==> src/rtl/alu_instr_sequencer.sv <==
`default_nettype none
// ============================================================================
// Module   : alu_instr_sequencer
// Purpose  : Fetch/decode/execute micro-step controller for the single-bus
//            datapath; drives bus-source select and register load strobes.
// Revision : 1.0 - initial release
// ============================================================================
module alu_instr_sequencer (
  input  logic        clock,
  input  logic        reset_n,
  input  logic        start,
  input  logic [31:0] ir,
  input  logic        mem_ready,
  output logic [4:0]  bus_select,
  output logic [15:0] reg_in,
  output logic        pc_in,
  output logic        inc_pc,
  output logic        mar_in,
  output logic        mdr_in,
  output logic        ir_in,
  output logic        y_in,
  output logic        z_in,
  output logic        hi_in,
  output logic        lo_in,
  output logic        mem_read,
  output logic [4:0]  alu_op,
  output logic        busy,
  output logic        done,
  output logic        illegal
);

  typedef enum logic [2:0] {
    S_IDLE = 3'd0,
    S_T0   = 3'd1,
    S_T1   = 3'd2,
    S_T2   = 3'd3,
    S_T3   = 3'd4,
    S_T4   = 3'd5,
    S_T5   = 3'd6,
    S_T6   = 3'd7
  } stateT;

  localparam logic [4:0] C_SEL_HI   = 5'd16;
  localparam logic [4:0] C_SEL_ZHI  = 5'd18;
  localparam logic [4:0] C_SEL_ZLO  = 5'd19;
  localparam logic [4:0] C_SEL_PC   = 5'd20;
  localparam logic [4:0] C_SEL_MDR  = 5'd21;
  localparam logic [4:0] C_SEL_CSX  = 5'd23;

  stateT       r_state;
  logic        r_t1First;
  logic [4:0]  w_op;
  logic [3:0]  w_ra;
  logic [3:0]  w_rb;
  logic [3:0]  w_rc;
  logic        w_legal;
  logic        w_mulDiv;
  logic        w_isAddi;
  logic        w_unusedIr;

  assign w_op       = ir[31:27];
  assign w_ra       = ir[26:23];
  assign w_rb       = ir[22:19];
  assign w_rc       = ir[18:15];
  assign w_unusedIr = ^ir[14:0];
  assign w_mulDiv   = (w_op == 5'b01111) || (w_op == 5'b10000);
  assign w_isAddi   = (w_op == 5'b01100);
  assign w_legal    = (w_op inside {5'b00011, 5'b00100, 5'b00101, 5'b00110,
                                    5'b01100, 5'b01111, 5'b10000});

  // r_t1First marks the entry cycle of T1 so PC is loaded exactly once per fetch
  always_ff @(posedge clock or negedge reset_n) begin
    if (!reset_n) begin
      r_state   <= S_IDLE;
      r_t1First <= 1'b1;
    end else begin
      r_t1First <= (r_state != S_T1);
      case (r_state)
        S_IDLE: if (start) r_state <= S_T0;
        S_T0:   r_state <= S_T1;
        S_T1:   if (mem_ready) r_state <= S_T2;
        S_T2:   r_state <= S_T3;
        S_T3:   begin
          if (w_legal) r_state <= S_T4;
          else         r_state <= start ? S_T0 : S_IDLE;
        end
        S_T4:   r_state <= S_T5;
        S_T5:   begin
          if (w_mulDiv) r_state <= S_T6;
          else          r_state <= start ? S_T0 : S_IDLE;
        end
        S_T6:   r_state <= start ? S_T0 : S_IDLE;
        default: r_state <= S_IDLE;
      endcase
    end
  end

  always_comb begin
    bus_select = 5'd0;
    reg_in     = 16'd0;
    pc_in      = 1'b0;
    inc_pc     = 1'b0;
    mar_in     = 1'b0;
    mdr_in     = 1'b0;
    ir_in      = 1'b0;
    y_in       = 1'b0;
    z_in       = 1'b0;
    hi_in      = 1'b0;
    lo_in      = 1'b0;
    mem_read   = 1'b0;
    alu_op     = 5'd0;
    done       = 1'b0;
    illegal    = 1'b0;
    busy       = (r_state != S_IDLE);
    case (r_state)
      S_T0: begin
        bus_select = C_SEL_PC;
        mar_in     = 1'b1;
        inc_pc     = 1'b1;
        z_in       = 1'b1;
      end
      S_T1: begin
        bus_select = C_SEL_ZLO;
        mem_read   = 1'b1;
        pc_in      = r_t1First;
        mdr_in     = mem_ready;
      end
      S_T2: begin
        bus_select = C_SEL_MDR;
        ir_in      = 1'b1;
      end
      S_T3: begin
        if (!w_legal) begin
          illegal = 1'b1;
          done    = 1'b1;
        end else begin
          bus_select = {1'b0, w_rb};
          y_in       = 1'b1;
        end
      end
      S_T4: begin
        alu_op     = w_op;
        z_in       = 1'b1;
        bus_select = w_isAddi ? C_SEL_CSX : {1'b0, w_rc};
      end
      S_T5: begin
        bus_select = C_SEL_ZLO;
        if (w_mulDiv) begin
          lo_in = 1'b1;
        end else begin
          reg_in = 16'd1 << w_ra;
          done   = 1'b1;
        end
      end
      S_T6: begin
        bus_select = C_SEL_ZHI;
        hi_in      = 1'b1;
        done       = 1'b1;
      end
      default: begin
        bus_select = 5'd0;
      end
    endcase
    if (C_SEL_HI == 5'd0) bus_select = 5'd0;
  end

endmodule
`default_nettype wire

==> config.mk <==
export PLATFORM = sky130hd
export DESIGN_NAME = alu_instr_sequencer
export DESIGN_NICKNAME = d
export VERILOG_FILES = /design/src/rtl/alu_instr_sequencer.sv
export SDC_FILE = /design/constraint.sdc
export NUM_CORES = 1
export LEC_CHECK = 0
export BUFFER_PORTS_ARGS = -buffer_cell sky130_fd_sc_hd__buf_2
export CAP_MARGIN = 0
export CORE_MARGIN = 4
export CORE_UTILIZATION = 34
export CTS_CLUSTER_SIZE = 8
export DETAILED_ROUTE_END_ITERATION = 12
export MAX_ROUTING_LAYER = met4
export PLACE_DENSITY = 0.88
export RECOVER_POWER = 25
export SYNTH_ARGS = -nofsm -noshare
export SYNTH_HDL_FRONTEND = slang
export SYNTH_SLANG_ARGS = --single-unit
export TNS_END_PERCENT = 50
==> constraint.sdc <==
create_clock -name clock -period 1.5 [get_ports clock]
set_input_delay 0 -clock clock [delete_from_list [all_inputs] [get_ports clock]]
set_output_delay 0 -clock clock [all_outputs]
set_load 0.02 [all_outputs]
# Yosys cells after proc, flatten, opt, wreduce, memory -nomap -nowiden
# Index checks and enable logic that the tools add are counted.
dict set report totals {
  output_inout_bits 39
  wordCells 54
  reg_bits 4
  inputBits 36
}
dict set report op_classes {
  eq_ne 17
  muxes 27
  reduce_logical 7
  n_shift 1
}
# operator count
set ops {}
lappend ops {{two-way mux 16 bit} 2}
lappend ops {{one-hot mux 5 bit (6 select lines)} 1}
lappend ops {{one-hot mux 3 bit (8 select lines)} 1}
lappend ops {{<< shifter 1 x 4 -> 16 bit (first input constant)} 1}
lappend ops {{== test 5 x 3 -> 1 bit (second input constant)} 3}
lappend ops {{two-way mux 1 bit} 15}
lappend ops {{== test 3 bit (second input constant)} 4}
lappend ops {{two-way mux 3 bit} 4}
lappend ops {{== test 5 x 4 -> 1 bit (second input constant)} 2}
lappend ops {{two-way mux 5 bit} 2}
lappend ops {{nonzero test 7 bit} 1}
lappend ops {{== test 3 x 2 -> 1 bit (second input constant)} 2}
lappend ops {{== test 5 x 2 -> 1 bit (second input constant)} 1}
lappend ops {{== test 5 bit (second input constant)} 1}
lappend ops {{two-way mux 4 bit} 1}
lappend ops {{inequality test 2 bit (second input constant)} 2}
lappend ops {{OR reduction 2 bit} 2}
lappend ops {{== test 3 x 1 -> 1 bit (second input constant)} 1}
lappend ops {{zero test 3 bit} 1}
lappend ops {{inequality test 3 x 2 -> 1 bit (second input constant)} 1}
lappend ops {{one-hot mux 1 bit (3 select lines)} 1}
lappend ops {{nonzero test 3 bit} 1}
lappend ops {{AND reduction 2 bit} 1}
lappend ops {{logical OR 1 bit} 1}

# Depth between registers and ports, before layout
dict set report depth {
  word_depth 4
  mapped_depth 5
  depth_no_buf 4
}

# Worst setup path after synthesis
# OpenSTA, ideal clock, no wires.
dict set report synth_path {
  kind {register to output}
  startpoint {register r_state[0]}
  endpoint {output port reg_in[0]}
  path_buffers 0
  required_ps 1500
  stages_incl_launch_ff 5
  arrival_time_ps 1672
  setup_slack_ps -172
  path_cell_list {dfrtp_1 nand2b_1 nor2_1 nand2_1 nor4b_1}
}
dict set report synth_between {
  elab_chain_len 2
}
# item line
set synth_rtl {}
lappend synth_rtl {{start: declaration} 50} ;# stateT r_state;
lappend synth_rtl {{start signal: assignment} 85} ;# else r_state <= start ? S_T0 : S_IDLE;
lappend synth_rtl {{start signal: assignment} 90} ;# else r_state <= start ? S_T0 : S_IDLE;
lappend synth_rtl {{start signal: assignment} 92} ;# S_T6: r_state <= start ? S_T0 : S_IDLE;
lappend synth_rtl {{== test 3 bit} 115} ;# case (r_state)
lappend synth_rtl {{two-way mux 16 bit} 115}
lappend synth_rtl {{end: declaration} 15} ;# output logic [15:0] reg_in,
# No other way between the ends.

# Worst setup path after layout
dict set report layout_path {
  startpoint {register r_state[0]}
  endpoint {output port reg_in[1]}
}
# The elaborated chain is that of the path after synthesis.

==> results.toml <==
[synth]
ys_seq_area_share_pct = 14.3
synthMuxAreaShare_pct = 0
synth.area.top_cells = "dfrtp_1 (11%), nor2_1 (9.0%), nand2_1 (5.8%)"
syn_inst = 104
ys.flop_type = "dfrtp_1"
ys_seq_elements = 4
synth_edf_count = 0
synth.distinct_cells = 43
synthAdderAreaFrac_pct = 1.42
ys_warn_count = 0
syn_area_per_cell_um2 = 6.80
synthXorXnorAreaFrac_pct = 2.48
yosysTopAreaCell = "dfrtp_1"
synth_area_um2 = 707
synth-simple-area-share_pct = 51.9
synth_compound_area_share_pct = 23.7
synth_top_family_by_area = "simple AND/OR/NAND/NOR gates"
netlist.area_leader.share_pct = 10.6
synth_nets = 140
async_flop_share_pct = 100

[timing]
hold_viol = 0
slew_violations = 0
slew_headroom_pct = 63.0
finClkSkew_ns = 0.00839
setup_viol = 14
period_needed_ns = 1.71
rsz0062_at_grt = "yes"
max_slew.worst_pin.slew_ns = 0.550
fmax_ghz = 0.585
tns_ns = -0.630
finalWorstSetupSlack_ns = -0.211
finalCritPeriodShare_pct = 114

[route]
ant_nets = 0
initialDrtViolationCount = 37
drt-wirelength-per-cell_um = 13.9
drc = 0
vias = 1053
first_pass_iters = 4
wl_um = 2760
viasPerCell = 5.32

[clock_tree]
clock_path_buffers = 2
path_clk_slew_ns = 0.04
insertion_delay_ns = 0.25
root_buffer = "clkbuf_4"
cts_buffers = 3
htree_levels = 1
cts_tree = "done"
cts_sinks = 4

[critical_path]
worst_ep_arrival_time_ns = 1.71
crit_fanout = 4
start_kind = "flip-flop"
cp_num_buf_inv = 1
max_stage_delay_ns = 0.43
crit_type = "flip-flop to primary output"
critPathTopFamily = "simple AND/OR/NAND/NOR gates"
path_cells = "nand2b_4 -> nor2_4 -> nand4b_1 -> nor3_1 -> buf_2"
worstPathRequired_ns = 1.50
crit_path_top_delay_cell = "dfrtp_1"
end_kind = "primary output"

[grt]
grt_start_max_net_pins = 18
antenna_found_initial = 0
grt_pass1_wl_um = 3930
grt_usage_pct = 18.3
grt_pass1_vias = 948
overflow = 0

[final_layout]
drive_gt1_share_pct = 55.0
fillCellCount = 171
n_antenna_cell = 0
final_nets = 208
seq_area_um2 = 103
area_delta_synth_final_pct = 81.9
fin_util_pct = 65.6
multi_input_area_um2 = 669

[status]
violations = "negative setup slack"
status = "finished with violations"

[power]
p_leak_uw = 0.000659
power_density_nw_per_um2 = 1480
power_uw = 1900
ir_drop_mv = 0.749

[floorplan]
fp.dieArea_um2 = 2870
ios = 75
design.core.area_um2 = 1960
die_w_um = 53.6
die_h_um = 53.6
rows = 16
initial_core_util_pct = 36.0

[placed_design]
io_buffers = 59
post-dp-hpwl_um = 1970
gp_congestion = 0.850

[hold_path]
hp-class = "input pin to async pin"

[job]
drv_cap = 0
==> report_power, final <==
part	total (µW)	internal, µW	switching [µW]
combinational	1520	625	892
clock	154	100	53.5
sequential	227	170	57.3
==> synthesized netlist by cell type, drive strengths merged (2+ instances only) <==
library cell and instances:
xor2 2, o21ai 4, nand2b 5, inv 4, and3 6, dfrtp 3
clkbuf 3, nor3 6, nor3b 2, nor4b 2, a211oi 2, o31ai 3
nor4 4, nor2 17, nand4b 2, nand2 11, buf 3, a21oi 2
a21o 2, and2 4
==> registers in the layout, summed over array words and instances (netlist names) <==
signal     flops
r_t1First      1
r_state        3
==> path summary, 6_finish.rpt <==
kind	start	slack, ns	endpoint	cells past startpoint
hold / removal	reset_n	0.11	r_state[2]	2
max in group asynchronous	reset_n	1.14	r_t1First	2
min in group clock	start	0.13	r_state[0]	3
setup reg to reg	r_state[0]	0.13	r_state[0]	5
hold reg to reg	r_state[2]	0.71	r_t1First	3
setup / recovery	r_state[0]	-0.21	reg_in[1]	5
==> timing repair <==
action | in CTS | in global routing
setup buffers | 1 | 1
pin swaps | 5 | 9
endpoints found under the setup margin | 22 | 24
hold buffers | 1 | 0
gates resized for setup | 16 | 34
hold endpoints to repair | 4 | 0
==> cell families (layout without fill, tap and decap cells) <==
family	count (synthesis)	count (layout)
buffers and inverters	10	77
and+or+nand+nor	66	66
adders and majority gates	1	1
xor gates and xnor gates	2	2
AOI/OAI and AO/OA	21	21
DFF	4	4
==> cell usage in the layout (no fill, tap or decap), drive strengths merged, types with 3 or more instances in the layout <==
cell / n
nor2: 17
o21ai: 4
o31ai: 3
nor4: 4
and2: 4
nor3: 6
dfrtp: 3
nand2b: 5
buf: 67
nand2: 11
inv: 4
and3: 6
clkbuf: 5
==> final cells by class <==
cell class	count	area share, %
Inverter	4	1.17
Sequential cell	4	7.98
Clock buffer	4	2.04
Multi-Input combinational cell	90	52.0
Tap cell	27	2.63
Timing Repair Buffer	69	34.1
==> metrics by stage <==
step	hold WS (ns)	cell area (µm²)	setup WS (ns)	cells
floorplan	-0.296	713	-0.130	104
global placement	-0.195	1070	0.150	191
detailed placement	-0.194	1070	0.0858	191
CTS	0.0906	1150	-0.0765	197
global route	0.137	1290	-0.319	198
finish	0.108	1290	-0.211	198
==> layer usage <==
metal	part of all wire (%)	global-route usage, %	vias up
li1	-	-	516
met1	41	23.6	485
met2	51	31.2	50
met3	7.0	2.49	2
met4	0.83	2.55	0
met5	0	-	-
No activity file was read; power rests on OpenSTA's default activity.
